==> src/rtl/bp_burst_stream_arbiter.sv <==
// Round-robin arbiter merging several BedRock burst streams (header + data) onto one client port.
// The grant is held from header acceptance until the last data beat of that message.
module bp_burst_stream_arbiter #(
  parameter int unsigned paddr_width_p     = 40,
  parameter int unsigned cce_block_width_p = 512,
  parameter int unsigned data_width_p      = 64,
  parameter int unsigned payload_width_p   = 16,
  parameter int unsigned num_req_p         = 2,
  parameter logic [15:0] payload_mask_p    = '0,
  localparam int unsigned hdr_w_lp = payload_width_p + 3 + paddr_width_p + 8,
  localparam int unsigned gid_w_lp = $clog2(num_req_p)
) (
  input  logic                              clk_i,
  input  logic                              reset_i,
  input  logic [num_req_p*hdr_w_lp-1:0]     msg_header_i,
  input  logic [num_req_p-1:0]              msg_header_v_i,
  output logic [num_req_p-1:0]              msg_header_ready_and_o,
  input  logic [num_req_p*data_width_p-1:0] msg_data_i,
  input  logic [num_req_p-1:0]              msg_data_v_i,
  output logic [num_req_p-1:0]              msg_data_ready_and_o,
  output logic [hdr_w_lp-1:0]               msg_header_o,
  output logic                              msg_header_v_o,
  input  logic                              msg_header_ready_and_i,
  output logic [data_width_p-1:0]           msg_data_o,
  output logic                              msg_data_v_o,
  input  logic                              msg_data_ready_and_i,
  output logic [gid_w_lp-1:0]               grant_id_o
);

  localparam int unsigned CntW         = $clog2(cce_block_width_p / data_width_p) + 1;
  localparam int unsigned LgBeatBytes  = $clog2(data_width_p / 8);
  localparam int unsigned LgBlockBytes = $clog2(cce_block_width_p / 8);

  typedef enum logic [0:0] {e_ready, e_data} state_e;

  state_e              state_q;
  logic [gid_w_lp-1:0] rr_q, grant_q;
  logic [CntW-1:0]     cnt_q;

  logic [gid_w_lp-1:0] grant_sel, cur_gid, next_ptr;
  logic                any_v, hdr_fire, data_fire, has_data;
  logic [hdr_w_lp-1:0] hdr_sel;
  logic [3:0]          msg_type;
  logic [2:0]          msg_size;
  logic [CntW-1:0]     beats;

  // First valid header at or above rr_q, wrapping around.
  always_comb begin
    int unsigned idx;
    logic        found;
    idx       = 0;
    found     = 1'b0;
    grant_sel = rr_q;
    for (int unsigned k = 0; k < num_req_p; k++) begin
      idx = (32'(rr_q) + k) % num_req_p;
      if (!found && msg_header_v_i[idx]) begin
        grant_sel = gid_w_lp'(idx);
        found     = 1'b1;
      end
    end
  end

  assign any_v    = |msg_header_v_i;
  assign cur_gid  = (state_q == e_ready && any_v) ? grant_sel : grant_q;
  assign next_ptr = (cur_gid == gid_w_lp'(num_req_p - 1)) ? '0 : cur_gid + gid_w_lp'(1);

  assign hdr_sel  = msg_header_i[cur_gid*hdr_w_lp +: hdr_w_lp];
  assign msg_type = hdr_sel[3:0];
  assign msg_size = hdr_sel[8+paddr_width_p +: 3];
  assign has_data = payload_mask_p[msg_type];

  // Sub-beat sizes still occupy one full beat.
  always_comb begin
    beats = '0;
    if (has_data) begin
      if (32'(msg_size) <= LgBeatBytes) beats = CntW'(1);
      else                              beats = CntW'(1 << (32'(msg_size) - LgBeatBytes));
    end
  end

  always_comb begin
    msg_header_o           = hdr_sel;
    msg_data_o             = msg_data_i[cur_gid*data_width_p +: data_width_p];
    msg_header_v_o         = 1'b0;
    msg_data_v_o           = 1'b0;
    msg_header_ready_and_o = '0;
    msg_data_ready_and_o   = '0;
    grant_id_o             = reset_i ? '0 : cur_gid;
    if (!reset_i) begin
      if (state_q == e_ready) begin
        msg_header_v_o                  = any_v;
        msg_header_ready_and_o[cur_gid] = msg_header_ready_and_i;
      end else begin
        msg_data_v_o                  = msg_data_v_i[cur_gid];
        msg_data_ready_and_o[cur_gid] = msg_data_ready_and_i;
      end
    end
  end

  assign hdr_fire  = msg_header_v_o & msg_header_ready_and_i;
  assign data_fire = msg_data_v_o & msg_data_ready_and_i;

  always_ff @(posedge clk_i) begin
    if (reset_i) begin
      state_q <= e_ready;
      rr_q    <= '0;
      grant_q <= '0;
      cnt_q   <= '0;
    end else begin
      case (state_q)
        e_ready: begin
          if (hdr_fire) begin
            grant_q <= grant_sel;
            if (beats == '0) begin
              rr_q <= next_ptr;
            end else begin
              cnt_q   <= beats - CntW'(1);
              state_q <= e_data;
            end
          end
        end
        e_data: begin
          if (data_fire) begin
            if (cnt_q == '0) begin
              state_q <= e_ready;
              rr_q    <= next_ptr;
            end else begin
              cnt_q <= cnt_q - CntW'(1);
            end
          end
        end
        default: state_q <= e_ready;
      endcase
    end
  end

  always_ff @(posedge clk_i) begin
    if (!reset_i && hdr_fire) begin
      assert (32'(msg_size) <= LgBlockBytes);
    end
  end

endmodule

==> config.mk <==
export PLATFORM = sky130hd
export DESIGN_NAME = bp_burst_stream_arbiter
export DESIGN_NICKNAME = d
export VERILOG_FILES = /design/src/rtl/bp_burst_stream_arbiter.sv
export SDC_FILE = /design/constraint.sdc
export NUM_CORES = 1
export LEC_CHECK = 0
export ABC_AREA = 0
export CAP_MARGIN = 40
export CORE_AREA = 2 2 161 163
export CTS_CLUSTER_DIAMETER = 30
export DETAILED_ROUTE_END_ITERATION = 12
export DIE_AREA = 0 0 163 165
export GPL_ROUTABILITY_DRIVEN = 0
export PLACE_DENSITY_LB_ADDON = 0.3
export SETUP_SLACK_MARGIN = 0.02
export SYNTH_ARGS = -nofsm -noshare
export SYNTH_HDL_FRONTEND = slang
export SYNTH_SLANG_ARGS = --single-unit
==> constraint.sdc <==
create_clock -name clk_i -period 6.45 [get_ports clk_i]
set_clock_uncertainty 0.05 [all_clocks]
set_input_delay 1.935 -clock clk_i [delete_from_list [all_inputs] [get_ports clk_i]]
set_output_delay 1.935 -clock clk_i [all_outputs]
set_load 0.02 [all_outputs]
==> results of run 1 <==
-- how the worst max path moves through the flow --
stage / cells past startpoint / slack, ps / to
2_1_floorplan: 7 / 1400 / msg_data_o[11]
3_3_place_gp: 8 / 150 / msg_data_v_o
3_5_place_dp: 8 / 160 / msg_data_v_o
4_1_cts: 8 / 160 / msg_data_v_o
5_1_grt: 8 / 30 / msg_data_v_o
6_report: 8 / 200 / msg_data_v_o
-- layout make-up --
type                       instances  area [um^2]  share of cell area [%]
clock buffer                       4        78.83                   1.182
inverter                           6        22.52                  0.3378
multi-input combinational        440         1826                   27.38
sequential                         7        140.1                   2.102
tap                              330        412.9                   6.194
timing repair buffer             415         4187                   62.80
-- routing by layer --
metal	wire [um]	vias up	track usage (%)
met3	1657	6	2.637
met2	8358	249	21.42
met1	6578	1820	12.60
met4	42	2	0.9654
met5	13	-	0
li1	-	2238	-
-- cells by family after synthesis --
family | count (synthesis) | share of synthesized area, %
compound gates | 18 | 7.934
xor+xnor | 1 | 0.4145
fa+ha+maj | 1 | 0.5920
buf+inv | 38 | 7.756
flops | 7 | 6.631
simple gates | 420 | 76.67
-- where the power goes --
part	internal, mW	total, mW	switching [mW]	leakage (nW)
registers	0.0445	0.0457	0.00125	0.0568
clock network	0.0823	0.106	0.0237	0.0382
logic	0.338	0.627	0.289	2.93
-- cell usage in the layout, fill, tap and decap left out, types with 2 or more instances in the layout --
master	instances
a21oi_1	2
nor2_1	10
nand2b_1	4
nor2b_1	2
clkbuf_16	3
clkdlybuf4s50_1	398
a31oi_1	2
nor3_1	2
nand2_1	396
buf_12	6
inv_1	6
dfxtp_1	7
buf_4	11
-- metrics by stage --
step | cells | hold slack, ps | cell area (um^2)
final | 1202 | 463.9 | 6666
after global routing | 1202 | 486.8 | 6666
after CTS | 1202 | 470.6 | 6666
after detailed placement | 1198 | 466.0 | 6588
after global placement | 1198 | 461.3 | 6588
after floorplan | 485 | 436.2 | 2113
-- worst min-delay path, cell delays in order (launching register included) --
cell and delay, ps:
dfxtp_1 310, nor2_1 100, a211oi_1 50
-- sequential cells by signal (all words and copies together) (netlist names) --
register  flops
grant_q       1
rr_q          1
cnt_q         4
state_q       1
==> results.cfg, run 1 <==
[worst_setup_path]
crit_required_ps = 4470
startpoint = msg_header_v_i[1]
r2r-end = cnt_q[1]
critPathMaxFanout = 62
cp.arrival_ps = 4260
rrSetupSlack_ps = 4400
crit_slowest_cell = clkdlybuf4s50_1
critical_path_class = in2out
path_delay_family = buffers and inverters
crit_chain = clkdlybuf4s50_1 > nor2b_1 > o22a_4 > buf_12 > nand2_1 > nand2_1 > nor2b_1 > clkdlybuf4s50_1
critical_path_buf_inv_count = 3
r2r_start = state_q
critPathLaunchType = input port
critPathMaxStageDelay_ps = 610
r2r_cells = 5
end_kind = primary output

[final_layout]
utilization_pct = 26.63
final_nets = 1144
fill_cells = 2831
drive_above_1_share_pct = 2.982
insertedDiodeCount = 0
area_delta_synth_final_pct = 215.5

[drt]
drtAntennaViolNets = 0
drt_iter0_drc = 181
routed_wirelength_mm = 16.65
vias = 4315
via_per_inst = 3.590
dr.pass1.iters = 4
drc = 0
wl_per_cell_um = 13.85

[logic_synthesis]
yosysMostFrequentCell = nand2_1
synth_top_area_share_pct = 70.34
synth_seq_cells = 7
synth.top_cells.by_count = nand2_1, buf_2, clkbuf_1
syn-cell-area_um2 = 2113
synth_area_leaders = nand2_1, dfxtp_1, buf_2
yosysTopAreaCell = nand2_1
postSynthNetCount = 756
ys.flop_type = dfxtp_1
synth_warnings = 0
synth_async_sr_flop_share_pct = 0
synth_edf_count = 0
synth_area_per_cell_um2 = 4.357
ys_seq_area_share_pct = 6.631
syn_inst = 485
ys_types = 32

[timing]
layout_setup_ws_ps = 203.1
clock.fmax_ghz = 0.1601
worstMarginPinSlew_ps = 585.1
finalSetupViolations = 0
final_max_slew_viol_count = 0
timing.final.hold_violations = 0
finalCriticalPeriod_ps = 6247
rsz0062_at_grt = false
period_share_pct = 96.85
slew_headroom_pct = 60.94
tns_ps = 0

[clocking]
numCtsBuffers = 3
clock-root-buffer = clkbuf_16
cts.sink_count = 7
cts_tree = built
clock_path_buffers = 2
cts_resized = 0
clkTransAtPathRegs_ps = 40
clkLatencyLatePin_ps = 230
htreeDepth = 1
cts_hold_buf = 0
post_cts_buffers = 0

[floorplanning]
core_area_um2 = 25040
dieArea_um2 = 26900
rows = 58
num_io_pins = 408
die_w_um = 163
start_util_pct = 8.441
die_h_um = 165

[global_routing]
grt_max_degree = 74
grt_usage_pct = 11.03
grt_pass1_wl_mm = 23.36
grt_overflow = 0
grt_pass1_vias = 4411
antenna_found_initial = 1

[min_path]
worstHoldPathType = reg2reg
holdPathEnd = rr_q
whs_path_depth = 2
hp-start = rr_q

[job]
maxCapViolations = 0

[power]
power_mw = 0.7788
p_per_area_nw_per_um2 = 116.8
p_leak_nw = 3.028
ir_drop_v = 0.00006304

[placement]
dp_hpwl_mm = 13.89
portBuffers = 407
place_ws_ps = 159.8

[outcome]
status = finished, final reports clean
No activity file was read; power rests on OpenSTA's default activity.
==> inputs of run 2 (changes only) <==
PLACE_DENSITY = 0.43   (was not set)
PLACE_DENSITY_LB_ADDON = not set   (was 0.3)
clock period = 7.19 ns   (was 6.45 ns; I/O delays follow)
==> results.cfg, run 2 (same netlist as run 1, synthesis figures left out) <==
[timing]
worstMarginPinSlew_ps = 553.9
slew_headroom_pct = 63.02
finalCriticalPeriod_ps = 6758
clock.fmax_ghz = 0.1480
period_share_pct = 93.99
layout_setup_ws_ps = 432.4
finalSetupViolations = 0
timing.final.hold_violations = 0
rsz0062_at_grt = false
tns_ps = 0
final_max_slew_viol_count = 0

[clocking]
cts_hold_buf = 0
cts.sink_count = 7
clkLatencyLatePin_ps = 230
clock_path_buffers = 2
post_cts_buffers = 0
cts_resized = 0
clock-root-buffer = clkbuf_16
clkTransAtPathRegs_ps = 40
cts_tree = built
numCtsBuffers = 3
htreeDepth = 1

[floorplanning]
core_area_um2 = 25040
num_io_pins = 408
die_w_um = 163
die_h_um = 165
rows = 58
dieArea_um2 = 26900
start_util_pct = 8.441

[worst_setup_path]
rrSetupSlack_ps = 5190
critical_path_buf_inv_count = 3
crit_required_ps = 4980
critPathMaxStageDelay_ps = 670
critical_path_class = in2out
cp.arrival_ps = 4550
r2r_start = state_q
startpoint = msg_header_v_i[1]
crit_chain = clkdlybuf4s50_1 > nor2b_1 > o22a_4 > buf_12 > nand2_1 > nand2_1 > clkdlybuf4s50_1
critPathLaunchType = input port
path_delay_family = buffers and inverters
end_kind = primary output
critPathMaxFanout = 72
crit_slowest_cell = clkdlybuf4s50_1

[placement]
dp_hpwl_mm = 15.59
dpl_cell_area_um2 = 6628
place_ws_ps = 418.9
portBuffers = 407

[power]
power.share.clock_pct = 13.2
p_int_mw = 0.4215
p_per_area_nw_per_um2 = 106.1
p_sw_share_pct = 40.75
power_mw = 0.7114
ir_drop_v = 0.00006903
share_comb_of_total_power_pct = 81.0
p_seq_share_pct = 5.8
p_sw_mw = 0.2899
p_leak_nw = 3.030

[global_routing]
antenna_found_initial = 0
grt_pass1_vias = 4305
grt_max_degree = 73
grt_overflow = 0
grt_pass1_wl_mm = 25.49
grt_usage_pct = 12.30

[outcome]
status = finished, final reports clean

[final_layout]
insertedDiodeCount = 0
final_nets = 1144
seq_area_um2 = 140.1
largest_reg_flops = 4
layout_commonest_cell = clkdlybuf4s50_1
mostFrequentLayoutCells = clkdlybuf4s50_1, nand2_1, nor2_1
drive_above_1_share_pct = 2.294
utilization_pct = 26.79
top_register = cnt_q
stdcell_area_um2 = 6706
multi_input_area_um2 = 1826
fill_cells = 2824
area_delta_synth_final_pct = 217.3

[drt]
dr.pass1.iters = 4
drtAntennaViolNets = 0
met3_wirelength_mm = 1.964
drt_iter0_drc = 213
routed_wirelength_mm = 18.56
wl_met1_mm = 7.340
via_per_inst = 3.588
topRoutingLayerUsed = met4
wl_met2_mm = 9.132
vias = 4313
wl_per_cell_um = 15.44
drc = 0

[job]
maxCapViolations = 0

[min_path]
hp-start = rr_q
worstHoldPathType = reg2reg
==> run 2: worst paths after layout <==
check                                        end  cells past startpoint
worst max-delay path            msg_header_o[52]                      7
worst min-delay path                        rr_q                      2
worst max register to register          cnt_q[1]                      5
worst min register to register              rr_q                      2
==> run 2: through the flow <==
step                      instances  hold slack [ps]
final                          1202            492.2
after global routing           1202            541.5
after CTS                      1202            502.9
after detailed placement       1198            478.3
after global placement         1198            482.2
after floorplan                 485            436.2
==> run 2: power by group through the flow <==
stage                     Combinational (mW)  Sequential [mW]  Clock (mW)
final                                  0.576           0.0412      0.0940
after global placement                 0.587           0.0417           0
after detailed placement               0.581           0.0417           0
after floorplan                        0.217           0.0411           0
after CTS                              0.587           0.0412      0.0968
after global routing                   0.616           0.0413      0.0999
==> run 2: routing by layer <==
metal	vias to the layer above	GRT usage, %
li1	2239	-
met5	-	0
met3	6	3.692
met4	0	1.287
met2	256	22.50
met1	1812	14.61
==> run 2: cell type report <==
| type | count | share of cell area, % |
|---|---|---|
| Timing Repair Buffer | 415 | 63.02 |
| Multi-Input combinational cell | 440 | 27.22 |
| Tap cell | 330 | 6.157 |
| Sequential cell | 7 | 2.090 |
| Clock buffer | 4 | 1.175 |
| Inverter | 6 | 0.3358 |
==> run 2: worst min-delay path: cells and delay by family (launching register included) <==
family	cells	cell delay (ps)
AND/OR/NAND/NOR	1	100
flip-flops	1	330
AO/OA/AOI/OAI	1	60
